## src/rtl/bike_light_pkg.sv

```systemverilog
// Shared mode codes, press-event encoding and mode transition
// function for the single-button bike light controller.
package bike_light_pkg;

  localparam logic [2:0] MODE_OFF   = 3'd0;
  localparam logic [2:0] MODE_CONST = 3'd1;
  localparam logic [2:0] MODE_SLOW  = 3'd2;
  localparam logic [2:0] MODE_FAST  = 3'd3;
  localparam logic [2:0] MODE_CHASE = 3'd4;

  typedef enum logic [1:0] {
    EV_NONE  = 2'd0,
    EV_SHORT = 2'd1,
    EV_LONG  = 2'd2
  } press_ev_e;

  function automatic logic [2:0] next_mode(
    input logic [2:0] cur,
    input press_ev_e  ev
  );
    logic [2:0] nm;
    nm = cur;
    case (cur)
      MODE_OFF:   if (ev == EV_LONG) nm = MODE_CONST;
      MODE_CONST: if (ev == EV_LONG) nm = MODE_OFF;
                  else if (ev == EV_SHORT) nm = MODE_SLOW;
      MODE_SLOW:  if (ev == EV_LONG) nm = MODE_OFF;
                  else if (ev == EV_SHORT) nm = MODE_FAST;
      MODE_FAST:  if (ev == EV_LONG) nm = MODE_OFF;
                  else if (ev == EV_SHORT) nm = MODE_CHASE;
      MODE_CHASE: if (ev == EV_LONG) nm = MODE_OFF;
                  else if (ev == EV_SHORT) nm = MODE_CONST;
      default:    nm = MODE_OFF;
    endcase
    return nm;
  endfunction

endpackage

```

## src/rtl/bike_light_ctrl_press.sv

```systemverilog
// Button front end: periodic debounce sampling, hold counter and
// one-cycle short/long press strobes.
module button_press_detect
  import bike_light_pkg::*;
#(
  parameter int DEB_CYC  = 50000,
  parameter int LONG_CYC = 10000000
) (
  input  logic clock,
  input  logic reset,
  input  logic button,
  output logic short_p,
  output logic long_p
);

  localparam int DW = (DEB_CYC > 1) ? $clog2(DEB_CYC) : 1;
  localparam int HW = $clog2(LONG_CYC + 1);
  localparam logic [DW-1:0] DEB_LAST = DW'(DEB_CYC - 1);
  localparam logic [HW-1:0] HOLD_MAX = HW'(LONG_CYC);
  localparam logic [HW-1:0] HOLD_PRE = HW'(LONG_CYC - 1);

  logic [DW-1:0] deb_q, deb_d;
  logic [HW-1:0] hold_q, hold_d;
  logic          sb_q, sb_d;
  logic          short_q, short_d;
  logic          long_q, long_d;
  logic          tick;

  always_comb begin
    tick   = (deb_q == DEB_LAST);
    deb_d  = tick ? '0 : deb_q + DW'(1);
    sb_d   = tick ? button : sb_q;
    hold_d = hold_q;
    if (!sb_q)
      hold_d = '0;
    else if (hold_q != HOLD_MAX)
      hold_d = hold_q + HW'(1);
    long_d  = sb_q && (hold_q == HOLD_PRE);
    // hold_q keeps the released count for exactly one cycle after sb falls
    short_d = !sb_q && (hold_q != '0) && (hold_q != HOLD_MAX);
  end

  always_ff @(posedge clock) begin
    if (reset) begin
      deb_q   <= '0;
      hold_q  <= '0;
      sb_q    <= 1'b0;
      short_q <= 1'b0;
      long_q  <= 1'b0;
    end else begin
      deb_q   <= deb_d;
      hold_q  <= hold_d;
      sb_q    <= sb_d;
      short_q <= short_d;
      long_q  <= long_d;
    end
  end

  assign short_p = short_q;
  assign long_p  = long_q;

endmodule

```

## src/rtl/bike_light_ctrl.sv

```systemverilog
// Bike light controller: mode FSM, flash/chase/PWM timers and the
// registered LED drive for a single-button lamp bar.
module bike_light_ctrl
  import bike_light_pkg::*;
#(
  parameter int LED_W     = 3,
  parameter int DEB_CYC   = 50000,
  parameter int LONG_CYC  = 10000000,
  parameter int SLOW_HALF = 1666667,
  parameter int FAST_HALF = 625000,
  parameter int PWM_BITS  = 4,
  parameter int DIM_DUTY  = 4
) (
  input  logic             clock,
  input  logic             reset,
  input  logic             button,
  input  logic             batt_low,
  output logic [LED_W-1:0] light,
  output logic [2:0]       mode
);

  localparam int SW  = $clog2(2 * SLOW_HALF);
  localparam int FW  = $clog2(2 * FAST_HALF);
  localparam int CW  = $clog2(LED_W);
  localparam int PW1 = PWM_BITS + 1;
  localparam logic [SW-1:0] SLOW_LAST = SW'(2 * SLOW_HALF - 1);
  localparam logic [SW-1:0] SLOW_MID  = SW'(SLOW_HALF);
  localparam logic [FW-1:0] FAST_LAST = FW'(2 * FAST_HALF - 1);
  localparam logic [FW-1:0] FAST_MID  = FW'(FAST_HALF);
  localparam logic [CW-1:0] CHASE_LAST = CW'(LED_W - 1);
  localparam logic [PW1-1:0] DUTY = PW1'(DIM_DUTY);
  localparam logic [LED_W-1:0] ONE = LED_W'(1);

  logic          short_p, long_p;
  press_ev_e     ev;

  logic [2:0]          mode_q, mode_d;
  logic [SW-1:0]       slow_q, slow_d;
  logic [FW-1:0]       fast_q, fast_d;
  logic [CW-1:0]       chase_q, chase_d;
  logic [PWM_BITS-1:0] pwm_q, pwm_d;
  logic                bs1_q, bs2_q;
  logic [LED_W-1:0]    light_q, light_d;
  logic [LED_W-1:0]    raw;
  logic                slow_on, fast_on, en;

  button_press_detect #(
    .DEB_CYC (DEB_CYC),
    .LONG_CYC(LONG_CYC)
  ) u_press (
    .clock  (clock),
    .reset  (reset),
    .button (button),
    .short_p(short_p),
    .long_p (long_p)
  );

  always_comb begin
    ev     = long_p ? EV_LONG : (short_p ? EV_SHORT : EV_NONE);
    mode_d = next_mode(mode_q, ev);
    slow_d = (slow_q == SLOW_LAST) ? '0 : slow_q + SW'(1);
    fast_d = (fast_q == FAST_LAST) ? '0 : fast_q + FW'(1);
    pwm_d  = pwm_q + PWM_BITS'(1);

    // chase steps every FAST_HALF cycles; entering CHASE restarts it
    chase_d = chase_q;
    if (mode_d == MODE_CHASE && mode_q != MODE_CHASE)
      chase_d = '0;
    else if (fast_d == '0 || fast_d == FAST_MID)
      chase_d = (chase_q == CHASE_LAST) ? '0 : chase_q + CW'(1);

    slow_on = (slow_q < SLOW_MID);
    fast_on = (fast_q < FAST_MID);
    case (mode_q)
      MODE_CONST: raw = '1;
      MODE_SLOW:  raw = {LED_W{slow_on}};
      MODE_FAST:  raw = {LED_W{fast_on}};
      MODE_CHASE: raw = ONE << chase_q;
      default:    raw = '0;
    endcase

    en      = !bs2_q || ({1'b0, pwm_q} < DUTY);
    light_d = raw & {LED_W{en}};
  end

  always_ff @(posedge clock) begin
    if (reset) begin
      mode_q  <= MODE_OFF;
      slow_q  <= '0;
      fast_q  <= '0;
      chase_q <= '0;
      pwm_q   <= '0;
      bs1_q   <= 1'b0;
      bs2_q   <= 1'b0;
      light_q <= '0;
    end else begin
      mode_q  <= mode_d;
      slow_q  <= slow_d;
      fast_q  <= fast_d;
      chase_q <= chase_d;
      pwm_q   <= pwm_d;
      bs1_q   <= batt_low;
      bs2_q   <= bs1_q;
      light_q <= light_d;
    end
  end

  assign light = light_q;
  assign mode  = mode_q;

endmodule

```

## config.mk

```make
export PLATFORM = sky130hd
export DESIGN_NAME = bike_light_ctrl
export DESIGN_NICKNAME = d
export VERILOG_FILES = /design/src/rtl/bike_light_pkg.sv /design/src/rtl/bike_light_ctrl_press.sv /design/src/rtl/bike_light_ctrl.sv
export SDC_FILE = /design/constraint.sdc
export NUM_CORES = 1
export LEC_CHECK = 0
export CORE_ASPECT_RATIO = 1.2
export CORE_MARGIN = 2
export CORE_UTILIZATION = 55
export CTS_CLUSTER_DIAMETER = 120
export DETAILED_ROUTE_END_ITERATION = 8
export GPL_TIMING_DRIVEN = 0
export PLACE_DENSITY = 0.83
export SETUP_SLACK_MARGIN = 0.5
export SYNTH_ARGS = -nofsm -noshare
export SYNTH_HDL_FRONTEND = slang
export SYNTH_HIERARCHICAL = 1
export SYNTH_SLANG_ARGS = --single-unit
```

## constraint.sdc

```tcl
create_clock -name clock -period 2.3 [get_ports clock]
set_clock_uncertainty 0.1 [all_clocks]
set_input_delay 0.46 -clock clock [delete_from_list [all_inputs] [get_ports clock]]
set_output_delay 0.46 -clock clock [all_outputs]
set_load 0.01 [all_outputs]
```

; ---- Yosys cells after proc, flatten, opt, wreduce, memory -nomap -nowiden
; Index checks and enable logic that the tools add are counted.
[word_totals]
ff_bits = 100
input_bits = 4
out_inout_bits = 6
elab_cells = 70
[classes]
add_sub_neg = 6
n_lt_le_gt_ge = 3
eq_ne = 15
n_shift = 1
mux = 15
n_bitwise = 2
n_reduce_logical = 15
[op_table]
columns = operator, n
row1 = 3-bit 2-to-1 mux, 9
row2 = 24-bit by 1-bit adder with 24-bit output (second input constant), 1
row3 = 24-bit equality test (second input constant), 1
row4 = 24-bit != test (second input constant), 1
row5 = 24-bit nonzero test, 1
row6 = 22-bit by 1-bit adder with 22-bit output (second input constant), 1
row7 = 22-bit equality test (second input constant), 1
row8 = 22-bit by 21-bit less-than comparator with 1-bit output (second input constant), 1
row9 = 21-bit by 1-bit adder with 21-bit output (second input constant), 1
row10 = 21-bit by 20-bit equality test with 1-bit output (second input constant), 1
row11 = 21-bit equality test (second input constant), 1
row12 = 21-bit zero test, 1
row13 = 21-bit by 20-bit less-than comparator with 1-bit output (second input constant), 1
row14 = 21-bit 2-to-1 mux, 1
row15 = 16-bit by 1-bit adder with 16-bit output (second input constant), 1
row16 = 16-bit equality test (second input constant), 1
row17 = 3-bit case mux with 5 select lines, 1
row18 = 3-bit case mux with 4 select lines, 1
row19 = 2-bit OR reduction, 4
row20 = 3-bit by 2-bit equality test with 1-bit output (second input constant), 2
row21 = 3-bit equality test (second input constant), 2
row22 = 4-bit by 1-bit adder with 4-bit output (second input constant), 1
row23 = 2-bit equality test (second input constant), 2
row24 = 1-bit logical AND, 4
row25 = 13 further kinds, 16

; ---- Longest topological paths before layout
; Gate-level depths: netlist of the first run.
[logic_depth]
ltp_word = 9
mapped_depth = 8
mapped_depth_nobuf = 8

; ---- By module
; Netlist of the first run, hierarchy kept.
[by_module_without_submodules]
columns = module, instances, cells_per_inst, area_per_inst_um2, seq_area_each_um2
row1 = bike_light_ctrl, 1, 325, 2811.4, 1141.1
row2 = button_press_detect, 1, 251, 2090.8, 860.8

; ---- Worst setup path before layout of the first run
; OpenSTA, ideal clock, no wires.
[synth_timing]
kind = register to register
from = reg fast_q[0]
to = reg chase_q[0]
setup_ns = 0.119
t_arrival_ns = 2.199
required_time_ns = 2.081
path_slack_ns = -0.118
stages_incl_launch_ff = 9
n_path_buf = 0
period_less_slack_ns = 2.418
cell_sequence = dfxtp_1 -> ha_1 -> nand4_4 -> nor4b_4 -> xnor2_1 -> nand4_1 -> a211o_1 -> a2111o_1 -> mux2i_1
[synth_between]
elab_chain_cells = 4
word_cells_on_any_way = 6
cone_classes = add/sub: 1 / eq/ne: 2 / mux: 1 / reduce/logical: 2
[synth_lines]
columns = element, line_no
row1 = from (decl), bike_light_ctrl.sv:39  ; logic [FW-1:0] fast_q, fast_d;
row2 = from (signal assigned), bike_light_ctrl.sv:99  ; fast_q <= fast_d;
row3 = 21-bit by 1-bit adder with 21-bit output or 21-bit equality test (tied branches), bike_light_ctrl.sv:62  ; fast_d = (fast_q == FAST_LAST) ? '0 : fast_q + FW'(1);
row4 = 21-bit 2-to-1 mux (*), bike_light_ctrl.sv:62
row5 = 21-bit by 20-bit equality test with 1-bit output or 21-bit zero test (tied branches), bike_light_ctrl.sv:69  ; else if (fast_d == '0 || fast_d == FAST_MID)
row6 = 1-bit logical OR (*), bike_light_ctrl.sv:69
row7 = to (signal assigned), bike_light_ctrl.sv:100  ; chase_q <= chase_d;
row8 = to (decl), bike_light_ctrl.sv:40  ; logic [CW-1:0] chase_q, chase_d;
; Every way passes the cells marked *; elsewhere a longest branch is shown, timed or not.
; A chain may end at the register's enable or synchronous reset.

; ---- Final worst setup path of the first run
; Same ends and word-level chain as after synthesis.

==> results of run 1 <==
registers in the layout (all words and copies together) (netlist names):
name	cells
u_press/hold_q	24
slow_q	22
fast_q	21
u_press/deb_q	16
pwm_q	4
light	3
mode	3
chase_q	2
bs1_q	1
bs2_q	1
u_press/long_p	1
u_press/sb_q	1
u_press/short_p	1
critical path: stages, from the launching register on:
cell      delay, ns
dfxtp_4        0.38
ha_4           0.14
nand4_4        0.14
nor4b_4        0.39
xnor2_2        0.15
buf_4          0.17
nor4_4         0.13
nand4_1        0.12
a2111o_1       0.48
mux2i_1        0.13
timing repair:
action / in CTS / in global routing
pin swaps: 20 / 22
cloned: 2 / 0
hold endpoints to repair: 0 / 0
resized for setup: 71 / 94
endpoints found under the setup margin: 79 / 82
setup buffers: 14 / 13
cell usage in the layout (no fill, tap or decap), types with 18 or more instances in the layout:
| cell type | count |
|---|---|
| dfxtp_1 | 69 |
| xor2_1 | 27 |
| a21oi_1 | 18 |
| nand2_1 | 39 |
| dfxtp_2 | 23 |
| buf_4 | 29 |
| nand4_1 | 25 |
| xnor2_1 | 28 |
| nor2_1 | 74 |
| nand3_1 | 28 |
per-layer routing:
| metal | GRT usage (%) | routed length (um) |
|---|---|---|
| met1 | 27.3 | 4990 |
| met2 | 38.8 | 6070 |
| met3 | 4.55 | 590 |
| met4 | 12.5 | 321 |
| met5 | 0 | 0 |
path summary, 6_finish.rpt:
path / to / cells past startpoint / slack [ns]
worst max-delay path: chase_q[0] / 9 / -0.14
worst min-delay path: pwm_q[0] / 1 / 0.36
worst max register to register: chase_q[0] / 9 / -0.14
worst min register to register: pwm_q[0] / 1 / 0.36
through the flow:
step,area [um2],hold WS [ns]
final,6130,0.358
after global routing,6130,0.383
after CTS,5700,0.350
after detailed placement,5210,0.336
after global placement,5210,0.322
after floorplan,4970,0.314
power breakdown:
part | switching [uW] | internal (uW) | leakage [uW]
sequential | 29.8 | 1750 | 0.000825
combinational | 76.2 | 67.2 | 0.00132
clock | 656 | 409 | 0.0000881
logic make-up after synthesis:
logic type	Yosys count	synth area share, %
flip-flops	100	40.8
AO/OA/AOI/OAI	66	8.55
XOR/XNOR	61	11.1
adder cells (fa/ha/maj)	7	1.79
multiplexers	2	0.408
AND/OR/NAND/NOR	302	34.3
buffers and inverters	38	3.11
cell type report:
cell class,instances,share of cell area (%)
clock inverter,7,0.938
multi-input combinational,438,51.4
inverter,14,0.857
buffer,24,3.41
tap,117,2.39
clock buffer,9,2.02
timing repair buffer,38,5.45
sequential,100,33.6
==> flow_summary.ini, run 1 <==
[setup_path]
reg2reg_from = fast_q[0]
worstSetupPathType = register to register
startpoint = fast_q[0]
cp.required_ns = 2.46
startpoint_type = register
arrival_ns = 2.61
crit_fanout = 5
cp-end-kind = register

[detailed_routing]
drcViolationCount = 0
wl_um = 12000
vias = 4461
viasPerCell = 5.97
wl_per_cell_um = 16.0
dr.first_iter.drc_count = 206
dr.pass1.iters = 4
detail-route-antenna-nets = 0

[global_routing]
grt_pass1_wl_um = 18300
grt_start_max_net_pins = 19
grt.overflow.total = 0
grt_util_all_layers_pct = 22.8
grt_pass1_vias = 4172
antenna_found_initial = 0

[yosys]
synth_top_cell_by_area = dfxtp_1
ys_top_cells_by_area = dfxtp_1, nor2_1, xnor2_1, xor2_1, nand4_1
yosysMostFrequentCell = dfxtp_1
syn_area_per_cell_um2 = 8.51
ys_seq_elements = 100
synth_edf_count = 0
ys_warn_count = 6
synth.cell_area_mm2 = 0.00490
synthDistinctLibCells = 56
synth_top_cell_area_share_pct = 40.8
synth-async-reset-ratio_pct = 0
synth.top_cells.by_count = dfxtp_1, nor2_1, nand2_1, nand3_1
yosysSeqAreaShare_pct = 40.8
synthCells = 576
ys.flop_type = dfxtp_1
syn_nets = 587

[placed_design]
dp_worst_setup_slack_ns = -0.245
portBuffers = 9
hpwl_um = 7020
gp_congestion = 0.879
dp_cells = 702

[timing]
rsz0062_at_grt = true
fmax_ghz = 0.410
finalHoldViolCount = 0
drv_slew = 0
slew_headroom_pct = 61.3
post-route-worst-setup-slack_ns = -0.142
fin_crit_sh_pct = 106
fin_crit_ns = 2.44
setup_tns_ns = -0.280
setup-violations-final = 2
worst_slew_pin_slew_ns = 0.575

[power]
power_density_mw_per_mm2 = 487
peakVddDrop_mv = 0.424
power.leakage_uw = 0.00223
finalPower_uw = 2990

[status]
violations = setup timing
status = finished with violations

[hold_path]
hold_class = register to register
hp-start = pwm_q[0]

[run]
maxCapViolations = 0

[cts]
h-tree-depth = 3
cts_tree = yes
clock_path_buffers = 2
cts-root-buf = clkbuf_8
cts_hold_buffers = 0
path_clk_slew_ns = 0.10
cts_sinks = 100
numCtsBuffers = 9
clk_latency_ns = 0.37

[die]
start_util_pct = 56.9
die_h_um = 107
coreArea_mm2 = 0.00861
ioPinCount = 10
row_count = 37
fp.dieW_um = 90.2
die_area_mm2 = 0.00969

[cells_and_area]
syn_to_final_growth_pct = 25.1
final_util_pct = 71.2
nets = 636
nFillCells = 610
drive_gt1_share_pct = 27.0
register_area_mm2 = 0.00206
antenna_cells = 0
fin_cells = 747
multi_input_area_mm2 = 0.00315
No activity file was read; power rests on OpenSTA's default activity.
==> run 2, diff against run 1 <==
--- a/config.mk
+++ b/config.mk
@@ -5,13 +5,14 @@
 export SDC_FILE = /design/constraint.sdc
 export NUM_CORES = 1
 export LEC_CHECK = 0
+export ABC_CLOCK_PERIOD_IN_PS = 2300
 export CORE_ASPECT_RATIO = 1.2
 export CORE_MARGIN = 2
 export CORE_UTILIZATION = 55
 export CTS_CLUSTER_DIAMETER = 120
 export DETAILED_ROUTE_END_ITERATION = 8
-export GPL_TIMING_DRIVEN = 0
-export PLACE_DENSITY = 0.83
+export GPL_TIMING_DRIVEN = 1
+export PLACE_DENSITY_LB_ADDON = 0.12
 export SETUP_SLACK_MARGIN = 0.5
 export SYNTH_ARGS = -nofsm -noshare
 export SYNTH_HDL_FRONTEND = slang
==> flow_summary.ini, run 2 (synthesis results as in run 1) <==
[setup_path]
arrival_ns = 2.55
crit_fanout = 4
startpoint_type = register
r2r_slack_ns = -0.08
worstSetupPathType = register to register
reg2regPathDepth = 8
cp-end-kind = register
reg2reg_from = fast_q[0]
timing.rr.end = chase_q[0]
cp.required_ns = 2.47

[detailed_routing]
wl_um = 11200
viasPerCell = 5.71
detail-route-antenna-nets = 0
dr.first_iter.drc_count = 227
vias = 4268
dr.pass1.iters = 4
drcViolationCount = 0
wl_per_cell_um = 15.1

[power]
seq_power_share_pct = 59.8
p_sw_uw = 743
finalPower_uw = 2950
peakVddDrop_mv = 0.337
internal-power_uw = 2210
combinationalPowerShare_pct = 4.4
clock_power_share_pct = 35.8
power.leakage_uw = 0.00219
power_density_mw_per_mm2 = 484
switching_share_pct = 25.2

[placed_design]
portBuffers = 9
hpwl_um = 7120
dp_worst_setup_slack_ns = -0.0897
dp_cells = 712
gp_congestion = 0.938

[cts]
clk_latency_ns = 0.38
numCtsBuffers = 9
cts_hold_buffers = 0
cts-root-buf = clkbuf_8
path_clk_slew_ns = 0.10
clock_path_buffers = 2
cts_tree = yes
h-tree-depth = 3
cts_sinks = 100

[cells_and_area]
antenna_cells = 0
nFillCells = 663
layout_commonest_cell = nor2_1
largest_register = u_press/hold_q
syn_to_final_growth_pct = 24.4
largestRegisters = u_press/hold_q (24), slow_q (22), fast_q (21)
drive_gt1_share_pct = 26.5
fin_cells = 747
largest_reg_flops = 24
nets = 636
layout_common_cells = nor2_1, dfxtp_1, buf_4, nand2_1, xor2_1

[hold_path]
hp-start = slow_q[0]
whs_endpoint = slow_q[0]
holdPathStages = 1
hold_class = register to register

[global_routing]
grt_pass1_wl_um = 18300
antenna_found_initial = 0
grt.overflow.total = 0
grt_pass1_vias = 4011
grt_util_all_layers_pct = 23.0
grt_start_max_net_pins = 22

[die]
die_area_mm2 = 0.00969
ioPinCount = 10
die_h_um = 107
fp.dieW_um = 90.2
row_count = 37
start_util_pct = 56.9
coreArea_mm2 = 0.00861

[timing]
rsz0062_at_grt = true
fin_crit_ns = 2.38
setup-violations-final = 2
fmax_ghz = 0.420
drv_slew = 0
slew_headroom_pct = 65.3
finalHoldViolCount = 0
fin_crit_sh_pct = 104
post-route-worst-setup-slack_ns = -0.0837
worst_slew_pin_slew_ns = 0.517

[run]
maxCapViolations = 0

[status]
status = finished with violations
violations = setup timing
==> run 2: cell count changes in the layout (fill, tap and decap cells not counted), sizes merged <==
| cell | change |
|---|---|
| dlymetal6s2s | -1 |
| clkbuf | -12 |
| buf | +11 |
| or2 | +1 |
| dlygate4sd2 | +1 |
==> run 2: layout make-up <==
type	count	area (um2)	share of cell area, %
Tap cell	117	146	2.40
Sequential cell	100	2090	34.2
Clock buffer	9	124	2.03
Inverter	14	52.6	0.862
Multi-Input combinational cell	439	3090	50.7
Clock inverter	7	56.3	0.923
Timing Repair Buffer	61	543	8.90
==> run 2: metrics by stage <==
stage	utilization [%]	hold WS [ns]	cell area, um2	TNS (ns)
2_1_floorplan	-	0.314	4970	-0.0535
3_3_place_gp	62.2	0.328	5350	-0.00469
3_5_place_dp	62.2	0.337	5350	-0.177
4_1_cts	67.9	0.351	5840	0
5_1_grt	70.8	0.368	6100	-0.335
6_report	70.8	0.347	6100	-0.164
==> run 2: per-layer routing <==
metal  wire [um]  part of all wire, %  global-route usage (%)  up-vias
met1        5010                   45                    28.5     2019
met5           0                    0                       0        -
met3         357                  3.2                    3.64       27
met2        5580                   50                    38.8       78
li1            -                    -                       -     2144
met4         300                  2.7                    12.0        0
==> run 2: timing repair <==
item	in CTS	in global routing
endpoints found under the setup margin	58	72
cloned	2	0
setup buffers	13	4
pin swaps	22	29
gates resized for setup	58	67
==> run 2: power by group through the flow <==
stage          Sequential, uW  Combinational, uW  Clock [uW]
3_5_place_dp             1820               99.9           0
2_1_floorplan            1820               67.8           0
4_1_cts                  1770                120        1080
6_report                 1760                131        1060
3_3_place_gp             1820               98.1           0
5_1_grt                  1770                144        1160
==> run 2: worst max-delay path, cell delays in order (launching register included) <==
cell and delay [ns]:
dfxtp_4 0.38, ha_4 0.16, and3_4 0.20, nand4_1 0.18
nor4_4 0.38, inv_1 0.07, a211o_1 0.25, a2111o_1 0.41
mux2i_1 0.14
==> run 2: worst max path at each step <==
| stage | start | endpoint | cells past startpoint |
|---|---|---|---|
| final | fast_q[0] | chase_q[0] | 8 |
| after global routing | fast_q[0] | chase_q[0] | 8 |
| after CTS | fast_q[1] | chase_q[0] | 8 |
| after detailed placement | fast_q[9] | chase_q[0] | 7 |
| after global placement | fast_q[0] | chase_q[0] | 8 |
| after floorplan | fast_q[0] | chase_q[0] | 8 |
